### src/rtl/button_debouncer.sv
// Debounces a raw mechanical button: two-flop synchronizer, then a stability
// FSM that accepts a new level only after STABLE_CYCLES consistent samples.
`timescale 1ns/1ps

// state      | meaning
// IDLE       | accepted level low, waiting for a high sample
// CHECK_HIGH | qualifying a rising level, counting stable high samples
// HIGH       | accepted level high, waiting for a low sample
// CHECK_LOW  | qualifying a falling level, counting stable low samples
module button_debouncer #(
  parameter int STABLE_CYCLES = 1000000
) (
  input  logic clk,
  input  logic reset,
  input  logic btn_in,
  output logic btn_level,
  output logic press_pulse,
  output logic release_pulse
);

  localparam int CW = $clog2(STABLE_CYCLES);
  localparam logic [CW-1:0] CNT_MAX = CW'(STABLE_CYCLES - 1);

  typedef enum logic [1:0] {
    IDLE       = 2'd0,
    CHECK_HIGH = 2'd1,
    HIGH       = 2'd2,
    CHECK_LOW  = 2'd3
  } state_t;

  state_t         state, state_next;
  logic [CW-1:0]  cnt, cnt_next;
  logic           btn_meta, btn_sync;
  logic           press_next, release_next, level_next;

  always_ff @(posedge clk) begin
    if (reset) begin
      btn_meta      <= 1'b0;
      btn_sync      <= 1'b0;
      state         <= IDLE;
      cnt           <= '0;
      btn_level     <= 1'b0;
      press_pulse   <= 1'b0;
      release_pulse <= 1'b0;
    end else begin
      btn_meta      <= btn_in;
      btn_sync      <= btn_meta;
      state         <= state_next;
      cnt           <= cnt_next;
      btn_level     <= level_next;
      press_pulse   <= press_next;
      release_pulse <= release_next;
    end
  end

  always_comb begin
    state_next   = state;
    cnt_next     = cnt;
    press_next   = 1'b0;
    release_next = 1'b0;
    case (state)
      IDLE: begin
        if (btn_sync) begin
          state_next = CHECK_HIGH;
          cnt_next   = '0;
        end
      end
      CHECK_HIGH: begin
        if (!btn_sync) begin
          state_next = IDLE;
          cnt_next   = '0;
        end else if (cnt == CNT_MAX) begin
          state_next = HIGH;
          cnt_next   = '0;
          press_next = 1'b1;
        end else begin
          cnt_next = cnt + 1'b1;
        end
      end
      HIGH: begin
        if (!btn_sync) begin
          state_next = CHECK_LOW;
          cnt_next   = '0;
        end
      end
      CHECK_LOW: begin
        if (btn_sync) begin
          state_next = HIGH;
          cnt_next   = '0;
        end else if (cnt == CNT_MAX) begin
          state_next   = IDLE;
          cnt_next     = '0;
          release_next = 1'b1;
        end else begin
          cnt_next = cnt + 1'b1;
        end
      end
      default: begin
        state_next = IDLE;
        cnt_next   = '0;
      end
    endcase
    // Registered level tracks the state being entered, so it lines up with the pulses.
    level_next = (state_next == HIGH) || (state_next == CHECK_LOW);
  end

endmodule

### config.mk
export PLATFORM = sky130hd
export DESIGN_NAME = button_debouncer
export DESIGN_NICKNAME = d
export VERILOG_FILES = /design/src/rtl/button_debouncer.sv
export SDC_FILE = /design/constraint.sdc
export NUM_CORES = 1
export LEC_CHECK = 0
export BUFFER_PORTS_ARGS = -buffer_cell sky130_fd_sc_hd__buf_2
export CAP_MARGIN = 20
export CELL_PAD_IN_SITES_DETAIL_PLACEMENT = 1
export CELL_PAD_IN_SITES_GLOBAL_PLACEMENT = 2
export CORE_MARGIN = 5
export CORE_UTILIZATION = 30
export CTS_CLUSTER_DIAMETER = 40
export DETAILED_ROUTE_END_ITERATION = 7
export GPL_TIMING_DRIVEN = 0
export PLACE_DENSITY_LB_ADDON = 0.1
export RECOVER_POWER = 50
export REMOVE_ABC_BUFFERS = 1
export SLEW_MARGIN = 20
export SYNTH_ARGS = -nofsm -noshare
export SYNTH_HDL_FRONTEND = slang
export SYNTH_SLANG_ARGS = --single-unit
export TNS_END_PERCENT = 100
### constraint.sdc
create_clock -name clk -period 1.8 [get_ports clk]
set_input_delay 0.36 -clock clk [delete_from_list [all_inputs] [get_ports clk]]
set_output_delay 0.36 -clock clk [all_outputs]
set_load 0.02 [all_outputs]
==> flow_metrics.py <==
metrics = {
    "run_status": {
        "run_status": "finished clean",
    },
    "critical_path": {
        "worst_ep_required_time_ns": 1.96,
        "arrival_ns": 1.95,
        "worst-path-max-fanout": 7,
        "end_kind": "register",
        "crit_chain": "or4bb_4, nor4_4, a21oi_4, buf_6, a31oi_1, a211oi_1",
        "crit_path_top_delay_cell": "or4bb_4",
        "cp.buffers_inverters": 1,
        "crit_type": "reg2reg",
        "r2r-start": "cnt[10]",
        "worstSetupStartpointType": "register",
        "timing.critical_path.slowest_cell_delay_ns": 0.54,
        "worst-r2r-setup-slack_ns": 0.01,
        "destination_of_the_worst_register_to_register_timing_path": "cnt[5]",
        "cells_on_worst_reg2reg_path": 6,
        "cp_top_family": "simple AND/OR/NAND/NOR gates",
    },
    "final_layout": {
        "finalNetCount": 164,
        "diodes": 0,
        "area_delta_synth_final_pct": 22.52,
        "post_route_cells_drive_above_1_share_pct": 32.70,
        "fillerInstances": 473,
    },
    "placed_design": {
        "buffer_ports.inserted": 5,
        "pre_cts_slack_ns": -0.1627,
        "place_hpwl_um": 1935,
        "routabilityCongestion": 0.7092,
    },
    "run": {
        "cap_violations": 0,
    },
    "grt": {
        "grt_start_max_net_pins": 19,
        "grt_pass1_vias": 989,
        "grt_pass1_wl_um": 4947,
        "antenna_found_initial": 0,
        "grt_use_total_pct": 11.49,
        "grt_total_ovfl": 0,
    },
    "routing": {
        "drcViolationCount": 0,
        "routed_via_density": 4.990,
        "wl_per_cell_um": 14.45,
        "remaining_number_of_nets_flagged_by_the_antenna_check_after_routing": 0,
        "first_iter_violations": 67,
        "firstDrtPassIters": 3,
        "num_vias": 1043,
        "drt-total-wl_um": 3021,
    },
    "yosys": {
        "synth_top_family_by_area": "simple AND/OR/NAND/NOR gates",
        "yosysTopAreaCellShare_pct": 42.48,
        "synth-edff-count": 0,
        "synth_top_flop_cell": "dfxtp_1",
        "muxShareOfSynthArea_pct": 1.573,
        "post_synth_xor_area_fraction_pct": 8.161,
        "synth.cells.most_frequent": "dfxtp_1, nor2_1, nand2_1",
        "netlist_top_cells_area": "dfxtp_1, xnor2_1, nor2_1",
        "yosys.cell_types.count": 40,
        "synth_area_mm2": 0.001272,
        "ys_warn_count": 0,
        "synthAdderAreaFrac_pct": 0.9833,
        "synth_most_common_cell": "dfxtp_1",
        "ys_ff_latch": 27,
        "synth-simple-area-share_pct": 30.09,
        "synth_sequential_area_ratio_pct": 42.48,
        "post_synth_inst_count": 142,
        "syn_avg_cell_area_um2": 8.961,
        "synth_compound_area_share_pct": 12.09,
        "synth_top_cell_by_area": "dfxtp_1",
        "ys_async_sr_fraction_pct": 0,
    },
    "power": {
        "vdd_ir_drop_max_mv": 0.2366,
        "static_leakage_nw": 0.5055,
        "power_density_mw_per_mm2": 633.6,
        "fin_total_pwr_uw": 987.7,
    },
    "clock_tree": {
        "library_cell_used_as_clock_root_buffer": "clkbuf_8",
        "tritoncts.num_buffers": 3,
        "clock_sink_count": 27,
        "clk_pin_slew_worst_paths_ns": 0.10,
        "tritoncts_clock_tree": "built",
        "clock_latency_ns": 0.28,
        "cts_max_level": 1,
        "cts-root-to-sink-buffers": 2,
    },
    "sta": {
        "timing.final.hold_violations": 0,
        "clock.fmax_ghz": 0.5590,
        "post-route-period-util_pct": 99.39,
        "grt_setup_unrepaired": "true",
        "report.final.setup_viol": 0,
        "relSlewSlack_pct": 61.01,
        "fin_tns_setup_ns": 0,
        "slew_violations": 0,
        "final_critical_path_setup_slack_ns": 0.01106,
        "tightest_slew_ns": 0.5842,
        "clock_skew_ns": 0.006184,
        "min_period_ns": 1.789,
    },
    "worst_hold_path": {
        "whs_path_depth": 2,
        "min_to": "btn_meta",
        "worst_hold_startpoint": "btn_in",
        "hold_class": "in2reg",
    },
    "floorplan": {
        "die-width_um": 75.13,
        "floorplan.initialDensity_pct": 31.36,
        "dieArea_mm2": 0.005644,
        "top_level_ports": 6,
        "core-area_mm2": 0.004058,
        "dieHeight_um": 75.13,
        "fp-row-count": 23,
    },
}
[cells by family (layout without fill, tap and decap cells)]
| logic type | Yosys count | after routing |
|---|---|---|
| XOR/XNOR | 11 | 11 |
| AO/OA/AOI/OAI | 22 | 22 |
| adder cells (fa/ha/maj) | 1 | 1 |
| AND/OR/NAND/NOR | 71 | 71 |
| multiplexers | 2 | 2 |
| flip-flops | 27 | 27 |
| buffers and inverters | 8 | 25 |
[power by group]
| part | total (mW) | switching [mW] | internal [mW] |
|---|---|---|---|
| registers | 0.600 | 0.00389 | 0.596 |
| clock network | 0.353 | 0.198 | 0.155 |
| logic | 0.0350 | 0.0222 | 0.0127 |
| total | 0.988 | 0.224 | 0.764 |
[layer usage]
layer / global-route usage [%] / share of wire (%)
met1: 15.97 / 48
met2: 17.79 / 49
met3: 2.003 / 1.5
met4: 4.150 / 1.5
met5: 0 / 0
[registers in the layout, indices dropped and copies added (netlist names)]
signal / flops
btn_meta: 1
btn_level: 1
release_pulse: 1
state: 2
cnt: 20
btn_sync: 1
press_pulse: 1
[worst register-to-register path, stage by stage (launching register included)]
cell and delay [ns]:
dfxtp_2 0.35, or4bb_4 0.54, nor4_4 0.25, a21oi_4 0.16, buf_6 0.15, a31oi_1 0.17
a211oi_1 0.06
[area by class of cell]
type | count | area, um^2 | share of cell area, %
multi-input cells | 107 | 752.0 | 48.23
repair buffers | 17 | 122.6 | 7.865
well taps | 50 | 62.56 | 4.013
clock inverters | 1 | 5.005 | 0.3210
inverters | 4 | 15.01 | 0.9631
flip-flops and latches | 27 | 560.5 | 35.95
clock buffers | 3 | 41.29 | 2.648
[cell usage in the layout (no fill, tap or decap), types with 3 or more instances in the layout]
cell,n
nand3_1,6
buf_4,10
clkbuf_8,3
dfxtp_2,7
a31oi_1,4
nand2_1,11
buf_2,5
nor3_1,6
nor2_1,21
xnor2_1,10
o21ai_0,5
and4_1,3
a21oi_1,6
dfxtp_1,17
dfxtp_4,3
inv_1,4
[what timing repair did]
action | in CTS | in global routing
resized for setup | 15 | 15
hold endpoints to repair | 0 | 0
buffers inserted | 6 | 6
pin swaps | 19 | 6
setup endpoints to repair | 19 | 25
hold buffers | 0 | 0
[worst max path at each step]
stage / startpoint / to / slack (ns) / cells after the start
6_report: cnt[10] / cnt[5] / 0.01 / 6
5_1_grt: cnt[12] / cnt[5] / -0.05 / 6
4_1_cts: cnt[10] / cnt[5] / -0.07 / 6
3_5_place_dp: btn_sync / cnt[6] / -0.16 / 5
3_3_place_gp: cnt[14] / cnt[13] / -0.15 / 5
2_1_floorplan: cnt[0] / cnt[6] / 0.10 / 6
[through the flow]
stage | instances | utilization (%) | area (um^2) | hold WS [ns]
after floorplan | 138 | - | 1229 | 0.4138
after global placement | 193 | 32.44 | 1316 | 0.4299
after detailed placement | 193 | 32.44 | 1316 | 0.4389
after CTS | 203 | 36.20 | 1469 | 0.2891
after global routing | 209 | 38.42 | 1559 | 0.2953
final | 209 | 38.42 | 1559 | 0.2879
No activity file was read; power rests on OpenSTA's default activity.
